[src/rtl/exec_pkg.sv]
// Shared definitions for the multi-cycle execute stage: opcodes, FSM states
// and the immediate-extension helper.
package exec_pkg;

  localparam logic [3:0] OP_ADD   = 4'b0000;
  localparam logic [3:0] OP_SUB   = 4'b0001;
  localparam logic [3:0] OP_ADDI  = 4'b0010;
  localparam logic [3:0] OP_LOAD  = 4'b0011;
  localparam logic [3:0] OP_STORE = 4'b0100;
  localparam logic [3:0] OP_BEQ   = 4'b0101;
  localparam logic [3:0] OP_HALT  = 4'b0110;
  localparam logic [3:0] OP_JAL   = 4'b0111;
  localparam logic [3:0] OP_MUL   = 4'b1000;
  localparam logic [3:0] OP_NOP   = 4'b1111;

  typedef enum logic [1:0] {
    ST_IDLE = 2'd0,
    ST_MEM  = 2'd1,
    ST_MUL  = 2'd2,
    ST_DONE = 2'd3
  } state_e;

  // Widest vector ext_imm can produce; callers truncate with a size cast.
  localparam int EXT_W = 64;

  function automatic logic [EXT_W-1:0] ext_imm(input logic [EXT_W-1:0] imm,
                                               input int imm_w,
                                               input bit sext);
    logic [EXT_W-1:0] r;
    logic             sign;
    sign = sext & imm[imm_w-1];
    for (int i = 0; i < EXT_W; i++) begin
      r[i] = (i < imm_w) ? imm[i] : sign;
    end
    return r;
  endfunction

  function automatic logic writes_rd(input logic [3:0] op);
    return (op == OP_ADD) || (op == OP_SUB) || (op == OP_ADDI) ||
           (op == OP_LOAD) || (op == OP_JAL) || (op == OP_MUL);
  endfunction

endpackage

[src/rtl/exec_mul_seq.sv]
// Shift-add multiplier: bit 0 is consumed while loading, then one multiplier
// bit per cycle; o_done pulses for one cycle once all XLEN bits are in.
module exec_mul_seq #(
  parameter int XLEN = 32
) (
  input  logic            clk,
  input  logic            rst_n,
  input  logic            i_start,
  input  logic [XLEN-1:0] i_a,
  input  logic [XLEN-1:0] i_b,
  output logic            o_busy,
  output logic            o_done,
  output logic [XLEN-1:0] o_product
);

  localparam int CNT_W = $clog2(XLEN + 1);

  logic [XLEN-1:0]  r_mcand;
  logic [XLEN-1:0]  r_mplier;
  logic [XLEN-1:0]  r_acc;
  logic [CNT_W-1:0] r_cnt;
  logic             r_busy;
  logic             r_done;

  // NOTE: sequential state is written with <= only, so every register sees the
  // pre-edge values of the others regardless of statement order.
  always_ff @(posedge clk or negedge rst_n) begin
    if (!rst_n) begin
      r_mcand  <= '0;
      r_mplier <= '0;
      r_acc    <= '0;
      r_cnt    <= '0;
      r_busy   <= 1'b0;
      r_done   <= 1'b0;
    end else begin
      r_done <= 1'b0;
      if (i_start) begin
        r_acc    <= i_b[0] ? i_a : '0;
        r_mcand  <= i_a << 1;
        r_mplier <= i_b >> 1;
        r_cnt    <= CNT_W'(XLEN - 1);
        r_busy   <= 1'b1;
      end else if (r_busy) begin
        if (r_mplier[0]) r_acc <= r_acc + r_mcand;
        r_mcand  <= r_mcand << 1;
        r_mplier <= r_mplier >> 1;
        r_cnt    <= r_cnt - CNT_W'(1);
        if (r_cnt == CNT_W'(1)) begin
          r_busy <= 1'b0;
          r_done <= 1'b1;
        end
      end
    end
  end

  assign o_busy    = r_busy;
  assign o_done    = r_done;
  assign o_product = r_acc;

endmodule

[src/rtl/exec_unit_mc.sv]
// Multi-cycle handshaked execute stage: single-cycle ALU/branch ops, a req/ack
// data-memory port, an iterative multiplier and a sticky HALT.
module exec_unit_mc
  import exec_pkg::*;
#(
  parameter int XLEN     = 32,
  parameter int PC_W     = 16,
  parameter int IMM_W    = 16,
  parameter bit IMM_SEXT = 1'b0
) (
  input  logic             clk,
  input  logic             rst_n,
  input  logic             in_valid,
  output logic             in_ready,
  input  logic [3:0]       opcode,
  input  logic [XLEN-1:0]  rs1_val,
  input  logic [XLEN-1:0]  rs2_val,
  input  logic [3:0]       rd,
  input  logic [IMM_W-1:0] imm,
  input  logic [PC_W-1:0]  pc,
  output logic             out_valid,
  input  logic             out_ready,
  output logic [3:0]       out_rd,
  output logic [XLEN-1:0]  rd_value,
  output logic             reg_write_en,
  output logic             branch_taken,
  output logic [PC_W-1:0]  branch_target,
  output logic             halt,
  output logic             mem_req,
  output logic             mem_we,
  output logic [XLEN-1:0]  mem_addr,
  output logic [XLEN-1:0]  mem_wdata,
  input  logic             mem_ack,
  input  logic [XLEN-1:0]  mem_rdata
);

  state_e r_state, w_state_nxt;

  logic            r_halted;
  logic [3:0]      r_rd;
  logic [XLEN-1:0] r_rd_value;
  logic            r_wen;
  logic            r_taken;
  logic [PC_W-1:0] r_target;
  logic            r_halt;
  logic            r_mem_req;
  logic            r_mem_we;
  logic [XLEN-1:0] r_mem_addr;
  logic [XLEN-1:0] r_mem_wdata;

  logic            w_xfer;
  logic            w_out_valid;
  logic            w_accept;
  logic            w_is_mem;
  logic            w_is_mul;
  logic [XLEN-1:0] w_ext_x;
  logic [PC_W-1:0] w_ext_pc;
  logic [XLEN-1:0] w_res;
  logic            w_taken;
  logic [PC_W-1:0] w_target;
  logic            w_halt;
  logic            w_mul_busy;
  logic            w_mul_done;
  logic [XLEN-1:0] w_mul_product;

  assign w_ext_x     = XLEN'(ext_imm(EXT_W'(imm), IMM_W, IMM_SEXT));
  assign w_ext_pc    = PC_W'(ext_imm(EXT_W'(imm), IMM_W, IMM_SEXT));
  assign w_is_mem    = (opcode == OP_LOAD) || (opcode == OP_STORE);
  assign w_is_mul    = (opcode == OP_MUL);
  assign w_out_valid = (r_state == ST_DONE);
  assign w_accept    = w_out_valid & out_ready;
  assign in_ready    = (r_state == ST_IDLE) & ~r_halted & ~w_mul_busy;
  assign w_xfer      = in_valid & in_ready;

  // NOTE: every always_comb output gets a default before the case, so no path
  // leaves a signal unassigned and no latch is inferred.
  always_comb begin
    w_res    = '0;
    w_taken  = 1'b0;
    w_target = pc + w_ext_pc;
    w_halt   = 1'b0;
    case (opcode)
      OP_ADD:  w_res = rs1_val + rs2_val;
      OP_SUB:  w_res = rs1_val - rs2_val;
      OP_ADDI: w_res = rs1_val + w_ext_x;
      OP_BEQ:  w_taken = (rs1_val == rs2_val);
      OP_HALT: w_halt = 1'b1;
      OP_JAL: begin
        w_res   = XLEN'(pc);
        w_taken = 1'b1;
      end
      default: ;
    endcase
  end

  exec_mul_seq #(.XLEN(XLEN)) u_mul (
    .clk       (clk),
    .rst_n     (rst_n),
    .i_start   (w_xfer & w_is_mul),
    .i_a       (rs1_val),
    .i_b       (rs2_val),
    .o_busy    (w_mul_busy),
    .o_done    (w_mul_done),
    .o_product (w_mul_product)
  );

  always_comb begin
    w_state_nxt = r_state;
    case (r_state)
      ST_IDLE: if (w_xfer) begin
        if (w_is_mem)      w_state_nxt = ST_MEM;
        else if (w_is_mul) w_state_nxt = ST_MUL;
        else               w_state_nxt = ST_DONE;
      end
      ST_MEM:  if (mem_ack)    w_state_nxt = ST_DONE;
      ST_MUL:  if (w_mul_done) w_state_nxt = ST_DONE;
      ST_DONE: if (out_ready)  w_state_nxt = ST_IDLE;
      default: w_state_nxt = ST_IDLE;
    endcase
  end

  always_ff @(posedge clk or negedge rst_n) begin
    if (!rst_n) r_state <= ST_IDLE;
    else        r_state <= w_state_nxt;
  end

  always_ff @(posedge clk or negedge rst_n) begin
    if (!rst_n) begin
      r_halted    <= 1'b0;
      r_rd        <= '0;
      r_rd_value  <= '0;
      r_wen       <= 1'b0;
      r_taken     <= 1'b0;
      r_target    <= '0;
      r_halt      <= 1'b0;
      r_mem_req   <= 1'b0;
      r_mem_we    <= 1'b0;
      r_mem_addr  <= '0;
      r_mem_wdata <= '0;
    end else begin
      if (w_xfer) begin
        r_rd       <= rd;
        r_rd_value <= w_res;
        r_wen      <= writes_rd(opcode) && (rd != 4'd0);
        r_taken    <= w_taken;
        r_target   <= w_target;
        r_halt     <= w_halt;
        if (w_is_mem) begin
          r_mem_req   <= 1'b1;
          r_mem_we    <= (opcode == OP_STORE);
          r_mem_addr  <= rs1_val + w_ext_x;
          r_mem_wdata <= rs2_val;
        end
      end
      // mem_req is high for the whole MEM state, so ack is only seen while requested.
      if (r_state == ST_MEM && mem_ack) begin
        r_mem_req <= 1'b0;
        if (!r_mem_we) r_rd_value <= mem_rdata;
      end
      if (r_state == ST_MUL && w_mul_done) r_rd_value <= w_mul_product;
      if (w_accept && r_halt) r_halted <= 1'b1;
    end
  end

  // Result fields read as zero whenever no result is being offered.
  assign out_valid     = w_out_valid;
  assign out_rd        = w_out_valid ? r_rd : '0;
  assign rd_value      = w_out_valid ? r_rd_value : '0;
  assign reg_write_en  = w_out_valid & r_wen;
  assign branch_taken  = w_out_valid & r_taken;
  assign branch_target = w_out_valid ? r_target : '0;
  assign halt          = w_out_valid & r_halt;
  assign mem_req       = r_mem_req;
  assign mem_we        = r_mem_req & r_mem_we;
  assign mem_addr      = r_mem_req ? r_mem_addr : '0;
  assign mem_wdata     = r_mem_req ? r_mem_wdata : '0;

endmodule

[config.mk]
export PLATFORM = sky130hd
export DESIGN_NAME = exec_unit_mc
export DESIGN_NICKNAME = d
export VERILOG_FILES = /design/src/rtl/exec_pkg.sv /design/src/rtl/exec_mul_seq.sv /design/src/rtl/exec_unit_mc.sv
export SDC_FILE = /design/constraint.sdc
export NUM_CORES = 1
export LEC_CHECK = 0
export ABC_CLOCK_PERIOD_IN_PS = 8300
export CELL_PAD_IN_SITES_DETAIL_PLACEMENT = 2
export CELL_PAD_IN_SITES_GLOBAL_PLACEMENT = 2
export CORE_MARGIN = 2
export CORE_UTILIZATION = 35
export DETAILED_ROUTE_END_ITERATION = 8
export GPL_TIMING_DRIVEN = 0
export PLACE_DENSITY_LB_ADDON = 0.1
export SLEW_MARGIN = 20
export SYNTH_ARGS = -nofsm -noshare
export SYNTH_HDL_FRONTEND = slang
export SYNTH_SLANG_ARGS = --single-unit
export TNS_END_PERCENT = 100
[constraint.sdc]
create_clock -name clk -period 8.3 [get_ports clk]
set_input_delay 1.245 -clock clk [delete_from_list [all_inputs] [get_ports clk]]
set_output_delay 1.245 -clock clk [all_outputs]
set_load 0.01 [all_outputs]
==> results.txt <==
NumNets Final - 2806
dpl cells - 3170
CP Class - input pin to register
grt total ovfl - 0
num ports - 264
Post-Synthesis Cells - 2233
GP Congestion - 0.952
VDD IR max - 156 uV
Setup crit start kind - input pin
CTS root buf - clkbuf_16
count of cell types in the netlist - 86
type of the worst min-delay path - register to register
Initial Utilization - 0.355
total power - 0.00313 W
Post-CTS Hold Buffers - 0
via count - 19300
clock skew - 10.1 ps
headroom to the max-slew limit - 0.207
reg2reg start - r_state[0]$_DFFE_PN0P_
Filler Cell Count - 5700
Worst-Margin Slew - 1190 ps
synth top area cells - dfrtp_1 (32%), ha_1 (9.1%), nand2_1 (6.6%), a21oi_1 (5.3%), o21ai_0 (5.3%)
clk_lat worst skew - 600 ps
Max Slew Vio Count - 0
Port Buffer Count - 262
H-tree Lvls - 1
YS warnings - 0
Ant. Diodes - 0
CTS tree - done
postcts setup bufs - 0
violation count after the first detailed-route iteration - 1442
commonest non-fill, non-tap cell in the layout - nand2_1
Synth Flop Type - dfrtp_1
unrepaired setup endpoints after global routing - false
Synthesized Nets - 2509
die outline width - 230 um
f_max - 181 MHz
area leader, netlist - dfrtp_1
CTS-repair resized insts - 0
sequential share of the synthesized area - 0.317
vias per cell - 5.98
first-pass GRT wire length - 137000 um
clock sinks - 226
#FFs+latches synth - 226
final hold vios - 0
CP endpoint kind - register
initial antenna violation count - 5
Reg area - 0.00566 mm^2
WP data required - 8750 ps
DP HPWL - 74600 um
Clk pin slew, worst setup/hold paths - 60 ps
CP arrival - 5970 ps
drt pass-1 iters - 5
min cycle time layout - 5530 ps
Max Cap Viol - 0
synthesized area per cell - 7.99 um^2
Core Area - 0.0503 mm^2
setup TNS - 0 ps
layout cell share with drive strength beyond 1 - 0.0446
Worst Hold Launch - r_halted$_DFFE_PN0P_
Post-synth EDFFs - 0
share of the synthesized area in the top cell type - 0.317
PD cells - 140 mW/mm^2
Final Non-Filler Cells - 3226
Avg WL per Cell - 28.5 um
Final ANT Viol Nets - 0
Total Wirelength - 91900 um
# rows - 82
largest net degree at the start of global routing - 91
Critical Path Fanout Max - 10
Multi-input gate area - 0.0113 mm^2
Post-Syn Area - 0.0178 mm^2
clock buffer depth - 3
final period utilization - 0.666
most frequent cells in the layout - nand2_1 (314), clkdlybuf4s50_1 (261), dfrtp_1 (226)
DRC Markers - 0
die area - 0.0528 mm^2
vias in the first global route - 20800
synthesis-to-finish area growth - 25.6%
Critical path origin - rs1_val[17]
final setup violation count - 0
static leakage - 9.89 nW
total CTS buffers - 30
GRT Total Usage - 0.342
FFs w/ async S/R, synth - 1.00
Die Ht - 230 um
run status - finished, final reports clean
-- layout make-up --
cell class	count	area share
multi-input combinational	1785	0.506
buffer	139	0.0246
clock inverter	15	0.00715
timing repair buffer	265	0.120
clock buffer	41	0.0385
tap	672	0.0375
inverter	83	0.0139
sequential	226	0.252
-- flip-flops by register name, summed over array words and instances, names as in the netlist, 2 cells and up --
| name | count |
|---|---|
| r_state | 2 |
| u_mul.r_cnt | 6 |
| r_rd_value | 32 |
| r_target | 16 |
| u_mul.r_mplier | 31 |
| r_rd | 4 |
| r_mem_wdata | 32 |
| u_mul.r_mcand | 31 |
| r_mem_addr | 32 |
| u_mul.o_product | 32 |
-- power by group --
part / total, W / internal [W] / switching (W)
clock network: 0.00137 / 0.000816 / 0.000557
logic: 0.000659 / 0.000231 / 0.000428
registers: 0.00110 / 0.00110 / 0
-- critical path, stage by stage --
cell	delay, ps
clkdlybuf4s50_1	680
ha_1	430
buf_2	230
nand2_1	220
a2111oi_1	610
o211ai_1	380
a31oi_2	470
a31oi_2	270
o211ai_1	300
xnor2_1	170
o22ai_1	140
nor3_1	620
o21ai_1	170
-- metal layers --
metal | wire (um) | track usage | part of all wire | vias up
li1 | - | - | - | 8560
met1 | 42200 | 0.475 | 0.46 | 10000
met2 | 42800 | 0.570 | 0.47 | 594
met3 | 4960 | 0.0412 | 0.054 | 103
met4 | 1890 | 0.0734 | 0.021 | 2
met5 | 12 | 0 | 0.00013 | -
-- synth_stat cells, types with 11 or more instances --
master / n
nor2b_1: 20
o211ai_1: 17
a22oi_1: 28
o31ai_1: 15
nand2_1: 314
o21bai_1: 18
a21oi_1: 189
inv_1: 83
o21a_1: 14
dfrtp_1: 226
mux2i_1: 46
nor2_1: 132
xnor2_1: 51
buf_2: 19
clkbuf_1: 111
a221oi_1: 15
nand2b_1: 21
o21ai_0: 189
a21o_1: 32
nand4_1: 11
a211oi_1: 29
nor4_1: 13
nand3_1: 69
nor3_1: 46
xor2_1: 32
o21ai_1: 36
and3_1: 14
a31oi_1: 16
ha_1: 130
and2_1: 129
-- logic make-up after synthesis --
logic type,Yosys count,synth area share
AO/OA/AOI/OAI,712,0.255
XOR/XNOR,83,0.0408
adder cells (fa/ha/maj),135,0.0968
buffers and inverters,222,0.0483
flip-flops,226,0.317
multiplexers,52,0.0296
AND/OR/NAND/NOR,803,0.213
-- metrics by stage --
stage / hold WS, ps / setup WS, ps / util / instance area, um^2
floorplan: 429 / 4500 / - / 17800
global placement: 448 / -4430 / 0.424 / 21300
detailed placement: 453 / 2270 / 0.425 / 21400
CTS: 473 / 2900 / 0.446 / 22400
global route: 492 / 2700 / 0.446 / 22400
finish: 478 / 2770 / 0.446 / 22400
-- worst paths after layout --
check | endpoint | slack, ps | depth (start not counted)
max | r_rd_value[26]$_DFF_PN0_ | 2770 | 13
min | r_halted$_DFFE_PN0P_ | 480 | 1
max reg2reg | u_mul.r_mplier[28]$_DFFE_PN0P_ | 4160 | 10
min reg2reg | r_halted$_DFFE_PN0P_ | 480 | 1
max in group asynchronous | u_mul.r_mplier[23]$_DFFE_PN0P_ | 6350 | 3
min in group asynchronous | r_target[1]$_DFFE_PN0P_ | 610 | 1
No activity file was read; power rests on OpenSTA's default activity.
